<file path="config.mk">
export PLATFORM = sky130hd
export DESIGN_NAME = write_buffer
export DESIGN_NICKNAME = d
export VERILOG_FILES = /design/src/rtl/write_buffer.sv
export SDC_FILE = /design/constraint.sdc
export NUM_CORES = 1
export LEC_CHECK = 0
export ABC_AREA = 0
export BUFFER_PORTS_ARGS = -buffer_cell sky130_fd_sc_hd__clkbuf_2
export CORE_UTILIZATION = 30
export DETAILED_ROUTE_END_ITERATION = 10
export GPL_TIMING_DRIVEN = 0
export HOLD_SLACK_MARGIN = 0.12
export PLACE_DENSITY_LB_ADDON = 0.25
export RECOVER_POWER = 100
export SETUP_SLACK_MARGIN = 0.2
export SLEW_MARGIN = 20
export SYNTH_ARGS = -nofsm -noshare
export SYNTH_HDL_FRONTEND = slang
export SYNTH_SLANG_ARGS = --single-unit
</file>
<file path="constraint.sdc">
create_clock -name clk -period 3.22 [get_ports clk]
set_input_delay 0.161 -clock clk [delete_from_list [all_inputs] [get_ports clk]]
set_output_delay 0.161 -clock clk [all_outputs]
set_load 0.01 [all_outputs]
</file>
<file path="src/rtl/write_buffer.sv">
// write_buffer: collects DEPTH filtered 24-bit pixels, then drains them as
// single-word Avalon-MM writes to consecutive addresses.
module write_buffer #(
  parameter int DEPTH  = 8,
  parameter int ADDR_W = 32,
  parameter int STRIDE = 4
) (
  input  logic              clk,
  input  logic              n_rst,
  input  logic              pixel_valid,
  input  logic [23:0]       pixel_in,
  output logic              pixel_ready,
  input  logic [ADDR_W-1:0] start_addr,
  input  logic              load_addr,
  input  logic              flush,
  output logic [ADDR_W-1:0] master_address,
  output logic              master_write,
  output logic [31:0]       master_writedata,
  input  logic              master_waitrequest,
  output logic              done_write,
  output logic              buffer_empty
);
  localparam int CW = $clog2(DEPTH + 1);
  localparam int PW = $clog2(DEPTH);

  typedef enum logic [1:0] {IDLE, FILL, WRITE, DONE} state_t;

  state_t            r_state, w_next;
  logic [23:0]       r_buf [DEPTH];
  logic [CW-1:0]     r_count;
  logic [PW-1:0]     r_rd_ptr;
  logic [ADDR_W-1:0] r_addr;
  logic              w_hs, w_ack, w_last, w_full;

  assign pixel_ready      = (r_state == IDLE) || (r_state == FILL && r_count < CW'(DEPTH));
  assign w_hs             = pixel_valid && pixel_ready;
  assign w_ack            = (r_state == WRITE) && !master_waitrequest;
  assign w_last           = (CW'(r_rd_ptr) == r_count - CW'(1));
  assign w_full           = w_hs && (r_count == CW'(DEPTH - 1));
  assign master_write     = (r_state == WRITE);
  assign master_writedata = master_write ? {8'h00, r_buf[r_rd_ptr]} : 32'h0;
  assign master_address   = r_addr;
  assign done_write       = (r_state == DONE);
  assign buffer_empty     = (r_count == '0);

  always_comb begin
    w_next = r_state;
    case (r_state)
      IDLE:    w_next = w_hs ? (flush ? WRITE : FILL) : IDLE;
      FILL:    w_next = (flush || w_full) ? WRITE : FILL;
      WRITE:   w_next = (w_ack && w_last) ? DONE : WRITE;
      default: w_next = IDLE;
    endcase
  end

  always_ff @(posedge clk or negedge n_rst) begin
    if (!n_rst) begin
      r_state  <= IDLE;
      r_count  <= '0;
      r_rd_ptr <= '0;
      r_addr   <= '0;
    end else begin
      r_state <= w_next;
      if (w_hs) r_count <= r_count + CW'(1);
      if (r_state == DONE) begin
        r_count  <= '0;
        r_rd_ptr <= '0;
      end
      // Address only moves on accepted words, so it carries over between bursts.
      if (w_ack) begin
        r_rd_ptr <= r_rd_ptr + PW'(1);
        r_addr   <= r_addr + ADDR_W'(STRIDE);
      end else if (load_addr && (r_state == IDLE || r_state == FILL)) begin
        r_addr <= start_addr;
      end
    end
  end

  always_ff @(posedge clk) begin
    if (w_hs) r_buf[r_count[PW-1:0]] <= pixel_in;
  end
endmodule
</file>
==> reports/metrics.csv <==
stage,metric,value,unit
outcome,failed_checks,"max-capacitance violations, max-slew violations",
worst_hold_path,hold_path.class,input port to flip-flop,
timing,setup_viol,0,
yosys,synthFlopType,edfxtp_1,
pwr,p_total,0.0104,W
clocking,clock_tree.buffer_depth,3,
yosys,synth.ff_latch_count,233,
pwr,swShare,34.0,%
pwr,intPower,0.00683,W
yosys,syn-instance-count,633,
timing,post-route-period-util,89.9,%
yosys,synth_top_family_by_area,multiplexers,
yosys,yosysSeqAreaShare,67.7,%
yosys,synth-xor-area-share,0.612,%
global_routing,grt_pass1_wl,38800,µm
timing,min_period,2890,ps
flow_run,cap_violations,2,
floorplanning,io_pins,130,
finish,nFillCells,3124,
clocking,cts_tree,yes,
critical_path,end_kind,flip-flop,
critical_path,worst_ep_required_time,3480,ps
floorplanning,start_util,30.7,%
critical_path,cp_max_fo,13,
critical_path,path_delay_family,simple AND/OR/NAND/NOR gates,
pwr,power.density,812,nW/µm²
finish,fin_nets,935,
timing,relSlewSlack,-60.5,%
route,firstDrtPassIters,5,
route,drc_errors,0,
floorplanning,core,32700,µm²
critical_path,slowest_delay,1150,ps
floorplanning,die_w,185,µm
place,dpl.hpwl,16900,µm
clocking,numClockSinks,233,
yosys,synth-edff-count,192,
critical_path,critPathSlowestCell,nor2_1,
floorplanning,die_h,185,µm
place,gp_congestion,0.835,
yosys,synthArstFlopShare,17.6,%
critical_path,crit_type,flip-flop to flip-flop,
place,io_buffers,121,
yosys,yosysWarnings,0,
timing,fmax,0.345,GHz
outcome,status,"finished, violations left",
yosys,netlist_area,10000,µm²
yosys,synthMuxAreaShare,13.3,%
clocking,cts_resized,0,
timing,slew_violations,42,
timing,skew,20.7,ps
pwr,peakVddDrop,0.000405,V
yosys,syn_area_per_cell,15.8,µm²
finish,drive_above_1_share,17.6,%
floorplanning,dieArea,34200,µm²
critical_path,worst_setup_path_start_kind,flip-flop,
yosys,synth_cell_type_count,56,
pwr,switchingPower,0.00353,W
pwr,combPwrFrac,33.4,%
yosys,synth_simple_gate_area_share,9.68,%
clocking,numCtsBuffers,26,
pwr,p_clk_share,27.8,%
pwr,seqPwrFrac,38.8,%
global_routing,antenna_found_initial,0,
pwr,leakagePower,4.37,nW
route,final_antenna_net_count,0,
critical_path,path_buf_inv,2,
route,dr.first_iter.drc_count,409,
route,routedWlPerCell,19.1,µm
global_routing,grt_pass1_vias,6621,
yosys,synthAdderAreaFrac,0.499,%
critical_path,critPathArrivalTime,3150,ps
finish,syn2layout_area_growth,27.3,%
yosys,synth_compound_area_share,5.49,%
clocking,clock_latency,550,ps
timing,hold_slack,281,ps
critical_path,cp_cell_sequence,clkbuf_1 -> or3_1 -> nor2_1 -> buf_16,
clocking,clockRootBuffer,clkbuf_16,
route,vias_per_cell,4.90,
finish,seq_area,6790,µm²
clocking,h-tree-depth,1,
timing,max_slew.worst_pin.slew,2410,ps
floorplanning,rows,66,
global_routing,grt_max_degree,42,
global_routing,gr-total-overflow,0,
global_routing,track_usage,15.1,%
route,wirelength,25400,µm
route,vias,6501,
critical_path,reg2reg_setup_slack,330,ps
timing,rsz0062_at_grt,no,
finish,multi_input_area,2980,µm²
clocking,clk_pin_slew,60,ps
timing,tns,0,ps
timing,hold_viol,0,
## stage by stage
step | cell area [µm²] | setup WS [ps] | std cells | utilization [%]
global route | 12800 | 121 | 1326 | 39.0
global placement | 11200 | -1100 | 1203 | 34.3
detailed placement | 11500 | 563 | 1215 | 35.2
floorplan | 10100 | 528 | 640 | -
finish | 12800 | 325 | 1327 | 39.0
CTS | 13000 | 324 | 1326 | 39.8
## cells in the mapped netlist, drive strengths merged, types with 12 or more instances
master	number	area share [%]
nor2	45	1.7
buf	26	1.6
edfxtp	192	58
nand3	26	1.3
mux4	48	11
clkbuf	22	0.82
mux2i	25	2.5
nand4	15	1.1
o21ai	12	0.60
nand2	46	1.7
dfrtp	41	10
o311ai	14	1.2
## kinds of logic (layout without fill, tap and decap cells)
logic type               after synthesis  in the layout
adder cells (fa/ha/maj)                4              4
multiplexers                          73             73
AND/OR/NAND/NOR                      185            185
XOR/XNOR                               7              7
other                                  1              9
AO/OA/AOI/OAI                         75             75
buffers and inverters                 55            299
flip-flops                           233            233
## final timing paths
check                                              start                        endpoint  depth (start not counted)
hold reg to reg            master_address[0]$_DFFE_PN0P_   master_address[0]$_DFFE_PN0P_                          2
setup reg to reg                    r_state[1]$_DFF_PN0_          r_buf[2][12]$_DFFE_PP_                          4
hold / removal                                 load_addr  master_address[31]$_DFFE_PN0P_                          5
min in group asynchronous                          n_rst  master_address[27]$_DFFE_PN0P_                          2
setup / recovery                    r_state[1]$_DFF_PN0_          r_buf[2][12]$_DFFE_PP_                          4
max in group asynchronous                          n_rst         r_rd_ptr[1]$_DFFE_PN0P_                          2
## power by group through the flow
stage | logic, W | registers [W] | clock network [W]
2_1_floorplan | 0.00218 | 0.00405 | 0
3_3_place_gp | 0.00348 | 0.00406 | 0
3_5_place_dp | 0.00357 | 0.00407 | 0
4_1_cts | 0.00372 | 0.00401 | 0.00295
5_1_grt | 0.00383 | 0.00407 | 0.00307
6_report | 0.00346 | 0.00402 | 0.00288
## registers in the layout (all words and copies together), names as in the netlist
name and cells:
r_count 4, master_address 32, r_state 2, r_buf 192, r_rd_ptr 3
## what timing repair did
item | in CTS | in global routing
setup buffers | 0 | 0
setup endpoints to repair | 0 | 0
hold buffers | 68 | 0
endpoints found under the hold margin | 268 | 0
## tightest hold or removal path, delay by kind of cell
kind	cells	cell delay, ps
AO/OA/AOI/OAI	2	260
AND/OR/NAND/NOR	2	240
buffers and inverters	1	100
## layout make-up
cell class | instances | share of cell area (%)
buffer | 48 | 1.79
antenna | 1 | 0.0196
inverter | 7 | 0.206
clock buffer | 33 | 5.30
sequential | 233 | 53.2
clock inverter | 10 | 1.15
timing repair buffer | 201 | 10.6
multi-input combinational | 352 | 23.4
tap | 442 | 4.33
## layer usage
layer,wire (µm),track usage [%]
met4,476,3.54
met5,0,0
met2,12400,26.2
met3,1590,3.07
met1,10900,19.1
## layout by cell type, fill, tap and decap left out, drive strengths merged, types with 3 or more instances in the layout
cell type	instances
a22oi	9
a21oi	9
a31o	3
mux4	48
bufinv	3
nand4	15
edfxtp	192
inv	7
ha	4
nand2b	3
a221o	4
clkinv	6
and4	7
xnor2	3
nor4	8
mux2i	25
o311ai	14
nor2	45
o211ai	4
nor4b	3
clkbuf	190
nand3	26
o22ai	4
buf	24
conb	8
and3	7
nor3	6
dfrtp	41
or4	3
o21ai	12
and2	4
dlygate4sd3	68
nand2	46
nor3b	5
a31oi	4
xor2	4
Note: power is estimated with default switching activity, not from simulation.
